--- src/rtl/reg_bank_arbiter.sv ---
// Purpose : shares one bank of 2**ADDR_W x DATA_W registers between N_REQ write
//           requesters. A round-robin arbiter grants one requester at a time, and
//           a 3-state FSM (IDLE/GRANT/WRITE) latches the winner's address and data,
//           writes the bank and returns a one-cycle ack.
// Latency : req sampled at edge k -> grant after k; bank write and ack after k+1;
//           IDLE after k+2. At most one write every 3 cycles.
// Backpres: a requester holds req/addr/data until it samples ack; losers wait.
//           The read port is independent: rd_data <= bank[rd_addr] on every edge.
// Config  : `define REG_ARB_FIXED_PRIO_EN selects fixed priority (lowest index
//           wins, no rotating pointer). The default build is round-robin.
// Ports   : clk, rst (async, active-high); req[N_REQ], req_addr[N_REQ*ADDR_W],
//           req_data[N_REQ*DATA_W] in; grant[N_REQ], ack, busy out;
//           rd_addr[ADDR_W] in; rd_data[DATA_W] out (registered).
module reg_bank_arbiter #(
   parameter int N_REQ  = 4,
   parameter int DATA_W = 8,
   parameter int ADDR_W = 3
) (
   input  logic                     clk,
   input  logic                     rst,
   input  logic [N_REQ-1:0]         req,
   input  logic [N_REQ*ADDR_W-1:0]  req_addr,
   input  logic [N_REQ*DATA_W-1:0]  req_data,
   output logic [N_REQ-1:0]         grant,
   output logic                     ack,
   output logic                     busy,
   input  logic [ADDR_W-1:0]        rd_addr,
   output logic [DATA_W-1:0]        rd_data
);

   localparam int DEPTH = 2**ADDR_W;
   localparam int PTR_W = (N_REQ > 1) ? $clog2(N_REQ) : 1;
   localparam logic [N_REQ-1:0] ONE = N_REQ'(1);

   typedef enum logic [1:0] {IDLE, GRANT, WRITE} state_t;

   state_t              state;
   logic [ADDR_W-1:0]   lat_addr;
   logic [DATA_W-1:0]   lat_data;
   logic [DATA_W-1:0]   bank [DEPTH];
   logic [PTR_W-1:0]    win;
   logic                win_vld;

`ifdef REG_ARB_FIXED_PRIO_EN
   // Lowest set index wins; higher indices may starve.
   always_comb begin
      win     = '0;
      win_vld = 1'b0;
      for (int i = 0; i < N_REQ; i++) begin
         if (!win_vld && req[i]) begin
            win     = PTR_W'(i);
            win_vld = 1'b1;
         end
      end
   end
`else
   logic [PTR_W-1:0]    rr_ptr;
   logic [PTR_W:0]      scan_sum;
   logic [PTR_W-1:0]    scan_idx;

   // Scan from rr_ptr upward, wrapping modulo N_REQ; the first set bit wins.
   // The extra bit in scan_sum keeps the wrap exact for non-power-of-2 N_REQ.
   always_comb begin
      win      = '0;
      win_vld  = 1'b0;
      scan_sum = '0;
      scan_idx = '0;
      for (int i = 0; i < N_REQ; i++) begin
         scan_sum = {1'b0, rr_ptr} + (PTR_W+1)'(i);
         scan_idx = (scan_sum >= (PTR_W+1)'(N_REQ)) ?
                    PTR_W'(scan_sum - (PTR_W+1)'(N_REQ)) : scan_sum[PTR_W-1:0];
         if (!win_vld && req[scan_idx]) begin
            win     = scan_idx;
            win_vld = 1'b1;
         end
      end
   end
`endif

   // Control FSM: grant and ack come straight from flops, so there is no
   // combinational path from req to any output.
   always_ff @(posedge clk or posedge rst) begin
      if (rst) begin
         state    <= IDLE;
         grant    <= '0;
         ack      <= 1'b0;
         lat_addr <= '0;
         lat_data <= '0;
`ifndef REG_ARB_FIXED_PRIO_EN
         rr_ptr   <= '0;
`endif
      end else begin
         case (state)
            IDLE: begin
               if (win_vld) begin
                  grant    <= ONE << win;
                  lat_addr <= req_addr[int'(win)*ADDR_W +: ADDR_W];
                  lat_data <= req_data[int'(win)*DATA_W +: DATA_W];
`ifndef REG_ARB_FIXED_PRIO_EN
                  rr_ptr   <= (win == PTR_W'(N_REQ-1)) ? '0 : win + PTR_W'(1);
`endif
                  state    <= GRANT;
               end
            end
            GRANT: begin
               ack   <= 1'b1;
               state <= WRITE;
            end
            WRITE: begin
               // Spending this edge before IDLE lets the requester drop req on
               // ack without being granted a second time.
               ack   <= 1'b0;
               grant <= '0;
               state <= IDLE;
            end
            default: begin
               ack   <= 1'b0;
               grant <= '0;
               state <= IDLE;
            end
         endcase
      end
   end

   assign busy = (state != IDLE);

   // Register bank and read port. A read of the entry written on the same edge
   // returns the old contents; the new value shows up one edge later.
   always_ff @(posedge clk or posedge rst) begin
      if (rst) begin
         for (int i = 0; i < DEPTH; i++) begin
            bank[i] <= '0;
         end
         rd_data <= '0;
      end else begin
         rd_data <= bank[rd_addr];
         if (state == GRANT) begin
            bank[lat_addr] <= lat_data;
         end
      end
   end

endmodule
--- config.mk ---
export PLATFORM = sky130hd
export DESIGN_NAME = reg_bank_arbiter
export DESIGN_NICKNAME = d
export VERILOG_FILES = /design/src/rtl/reg_bank_arbiter.sv
export SDC_FILE = /design/constraint.sdc
export NUM_CORES = 1
export LEC_CHECK = 0
export BUFFER_PORTS_ARGS = -buffer_cell sky130_fd_sc_hd__buf_2
export CORE_MARGIN = 1.5
export CORE_UTILIZATION = 30
export CTS_CLUSTER_DIAMETER = 40
export DETAILED_ROUTE_END_ITERATION = 10
export SLEW_MARGIN = 15
export SYNTH_ARGS = -nofsm -noshare
export SYNTH_HDL_FRONTEND = slang
export SYNTH_SLANG_ARGS = --single-unit
export TNS_END_PERCENT = 30
--- constraint.sdc ---
create_clock -name clk -period 6.4 [get_ports clk]
set_clock_uncertainty 0.05 [all_clocks]
set_input_delay 0.96 -clock clk [delete_from_list [all_inputs] [get_ports clk]]
set_output_delay 0.96 -clock clk [all_outputs]
set_load 0.005 [all_outputs]
Word-level counts from Yosys, hierarchy flattened
Cells that the tools add are included.
- shift operators: 3
- $mul: 1
- order comparisons: 11
- reduce and logical (&&, ||, !) cells: 11
- multiplexer cells: 32
- bitwise logic cells: 3
- eq/ne operators: 3
- add/sub/neg operators: 8
- operators by type and width (kind ; count):
    $bwmux 64 ; 1
    $shiftx 32x6->8 ; 1
    $bmux 8 s3 ; 1
    $demux 8 s3 ; 1
    $mux 8 ; 3
    $mux 2 ; 10
    $lt 2x3->1 const B ; 4
    $shiftx 12x5->3 ; 1
    $ge 3x3->1 const B ; 3
    $bmux 1 s2 ; 4
    $ge 4x4->1 const B ; 2
    $mux 1 ; 8
    $not 3->4 ; 2
    $pmux 4 s2 ; 1
    $sub 2x1->2 const B ; 4
    $add 2x2->3 const B ; 2
    $logic_and 1x1->1 ; 4
    $lt 4x1->1 const B ; 1
    $mul 2x2->4 const B ; 1
    $mux 4 ; 1
    $pmux 2 s2 ; 1
    $reduce_and 2->1 ; 2
    $shl 1x2->4 const A ; 1
    $add 2x1->3 const B ; 1
    10 further kinds ; 12
- flip-flop bits (word level): 92
- logic and storage cells: 87
- output and inout bits: 14
- input bits: 53

Longest topological paths before layout
- depth after elaboration: 17
- depth in mapped cells: 7
- depth with buffers taken out: 5

Worst setup path before layout
Ideal clock, no wire load.
- path kind: in2reg
- start: input port rd_addr[0]
- end: register rd_data[2]
- library setup time: 125 ps
- path buffers: 2
- path slack: 4022 ps
- data arrival time: 2203 ps
- stages on the path: 4
- data required time: 6225 ps
- cells stage by stage: buf_2 buf_2 mux4_2 mux2_2
- cells in the longest elaborated chain, start to end: 4
- RTL lines (element ; line ; RTL):
    start: declaration ; 27 ; input logic [ADDR_W-1:0] rd_addr,
    $not 3->4 (not written as such) ; 136 ; rd_data <= bank[rd_addr];
    $bmux 8 s3 ; 136 ;
    $mux 8 (not written as such) (2 in series) ; 136 ;
    end signal: assignment ; 136 ;
    end: declaration ; 28 ; output logic [DATA_W-1:0] rd_data
No other way between the ends. The select of a mux whose other input is x is not followed.
A chain may end at the register's enable or synchronous reset.

Worst setup path after layout
- start: input port req[0]
- end: register lat_data[6]
- cells in the longest elaborated chain, start to end: 13
- elaborated cells on any way between the ends: 24
- those cells by class: shift: 1; mux: 16; reduce/logical: 7
- RTL lines (element ; line ; RTL):
    start: declaration ; 21 ; input logic [N_REQ-1:0] req,
    $bmux 1 s2 ; 72 ; if (!win_vld && req[scan_idx]) begin
    $mux 1 (not written as such) ; 72 ;
    $mux 1 ; 72 ;
    $logic_not 1->1 ; 72 ;
    $logic_and 1x1->1 ; 72 ;
    $mux 1 ; 72 ;
    $logic_not 1->1 ; 72 ;
    $logic_and 1x1->1 ; 72 ;
    $mux 1 ; 72 ;
    $logic_not 1->1 ; 72 ;
    $logic_and 1x1->1 ; 72 ;
    $mux 2 / $mux 1 (equally long branches) ; 72 ;
    $shiftx 32x6->8 / $reduce_and 2->1 (equally long branches) ; -- ;
    end signal: assignment ; 98 ; lat_data <= req_data[int'(win)*DATA_W +: DATA_W];
    end: declaration ; 39 ; logic [DATA_W-1:0] lat_data;
Several ways; a longest one is shown, not always the timed one. The select of a mux whose other input is x is not followed.

==> metrics <==
Hold Vio Cnt, Final 0; r2r worst-path depth 4; antenna diode count 0; final max-slew violation count 0; WL final around 8.6 mm; fillers 1352; Reg2Reg Setup Slack 4.50 ns; remaining global-route overflow 0; cell internal pwr roughly 1.6 mW; total CTS buffers 9; Antenna Nets Post-Route 0; status complete, no violations; CTS tree yes; routed vias/inst approximately 4.7; first-pass GRT wire length approximately 14 mm; fraction of registers with async set/reset between 90% and 100%; Syn-to-layout area delta 17.9%; synthesis-stage register bit count 92; chip height about 120 µm; routed len/inst ~16 µm; Mapped Area roughly 0.0043 mm²; initial core utilization a little under a third; worst hold slack between 0.4 and 0.5 ns; first-iteration detailed-routing DRC count approximately 100; CTS root buf clkbuf_16; final setup vio count 0; Ports 67; Hold WC Path Type reg -> reg; die footprint approximately 0.015 mm²; Clock transition at path regs around 0.060 ns; GRT Total Usage between 10% and 20%; Gate Count Post-Synth approximately 290; Post-CTS Resized 0; Max FO, Critical Path 15; Period minus WS final around 2.4 ns; largest cells by area after synthesis dfrtp_1 (54%), mux2_2 (18%), mux4_2 (8.4%), mux2i_1 (5.4%), o221ai_2 (1.8%); M1 GR Usage 16.6%; post-synthesis sequential area ratio a little over half; maxcap violations 0; Final #Nets a little over 400; fin util between 30% and 40%; crit path from req[0]; latest clock arrival within the worst-skew pair 0.33 ns; Post-synth EDFFs 0; pin count of the biggest net entering global routing 93; Critical Path RT about 6.6 ns; worst-margin pin slew slightly above 0.8 ns; Syn. warnings 0; NetSw between 700 and 800 µW; worst reg2reg path endpoint bank[8]; WP data arrival roughly 2.5 ns; Worst setup SP type input port; Max H-tree Level 3; Setup Buffers After CTS 0; clock sink total 92; reg2reg start state[1]; net count after synthesis 340; Port-buffer cells 66; DR DRC count 0; max frequency 423 MHz; part of the power in the clock network approximately 23%; average size of a mapped cell 14.9 µm²; Max-slew headroom a little under half; Top FF cell, synth dfrtp_1; CP endpoint kind flop; detailed placement HPWL around 6 mm; Synth top area share 53.8%; via count 2538; period utilisation layout a little under two fifths; leak pwr 2.32 nW; Yosys top cell by area dfrtp_1; critical path type in -> reg; antenna violations before repair 0; Flop pwr share approximately 45%; peak supply drop approximately 0.19 mV; Most Crowded Layer GR met2; Yosys cell types 36; crit path to lat_data[6]; Sw Share a little under a third; clk buf depth 2; pwr/cell area about 450 mW/mm²; fraction of layout cells with a size suffix above 1 approximately half; CORE AREA 0.0139 mm²; M2 GR Usage a little over a fifth; RD Place Congestion approximately 0.76; post-route setup TNS 0 ns; RSZ-0062 raised after global routing no; Detailed Routing Iterations Pass 1 6; Die Wd approximately 120 µm; vias in the first global route 2686; Logic pwr share roughly a third; grt met3 use between 3 and 4%; hold buffers post-CTS 0; Hold Path Cell Cnt 1; row cnt 43
critical path: stages:
cell	delay, ns
buf_2	0.14
nor4_1	0.34
or2_1	0.48
inv_2	0.11
nand2_2	0.30
o221ai_1	0.18
metal layers:
layer / part of all wire (%) / wire [µm]
met5: 0 / 0
met2: 48 / 4160
met3: 4.2 / 365
met4: 1.3 / 112
met1: 46 / 3960
metrics by stage:
step	power (mW)	cell area [µm²]	std cells	worst slack, ns
2_1_floorplan	1.59	4280	287	3.00
3_3_place_gp	1.73	4740	519	3.78
3_5_place_dp	1.78	4740	519	3.69
4_1_cts	2.32	5040	535	4.04
5_1_grt	2.44	5050	535	3.92
6_report	2.29	5050	535	4.03
flip-flops by register name, summed over array words and instances (netlist names):
signal    cells
bank         64
lat_data      8
rd_data       8
grant         4
lat_addr      3
rr_ptr        2
state         2
ack           1
layout by cell type, fill, tap and decap left out, types with 3 or more instances in the layout:
| master | count |
|---|---|
| o21ai_1 | 5 |
| dfrtp_1 | 92 |
| clkbuf_16 | 9 |
| nand2_1 | 18 |
| buf_2 | 66 |
| mux2_2 | 68 |
| nor2_1 | 6 |
| mux2_1 | 4 |
| mux2i_1 | 23 |
| o221ai_2 | 5 |
| mux4_2 | 16 |
| o221ai_1 | 6 |
| inv_1 | 3 |
worst min path at each step:
stage,from,to,slack [ns]
detailed placement,bank[16],bank[16],0.43
finish,bank[17],bank[17],0.44
CTS,bank[16],bank[16],0.44
global placement,bank[17],bank[17],0.41
global route,bank[16],bank[16],0.46
floorplan,bank[16],bank[16],0.40
synthesized netlist by cell type, types with 3 or more instances:
cell type  number
buf_2           5
buf_6           5
clkbuf_1        3
dfrtp_1        92
inv_1           4
mux2_1          4
mux2_2         68
mux2i_1        23
mux4_2         16
nand2_1        18
nor2_1          6
o21ai_1         5
o221ai_1        6
o221ai_2        5
final cells by class:
cell class | instances | area, µm² | share of cell area [%]
Multi-Input combinational cell | 175 | 1860 | 36.8
Inverter | 5 | 20.0 | 0.397
Timing Repair Buffer | 67 | 342 | 6.77
Clock buffer | 11 | 243 | 4.81
Sequential cell | 92 | 2300 | 45.6
Clock inverter | 5 | 60.1 | 1.19
Tap cell | 180 | 225 | 4.46
kinds of logic after synthesis:
family          synth area share (%)
mux                             32.7
flops                           53.8
simple gates                    5.20
compound gates                  5.20
buf+inv                         2.86
xor+xnor                       0.205
power groups by stage:
stage               sequential, mW  clock, mW  combinational (mW)
CTS                           1.04      0.545               0.733
finish                        1.04      0.531               0.719
floorplan                    0.977          0               0.609
global route                  1.09      0.566               0.790
detailed placement            1.05          0               0.728
global placement              1.03          0               0.702
Note: power is estimated with default switching activity, not from simulation.
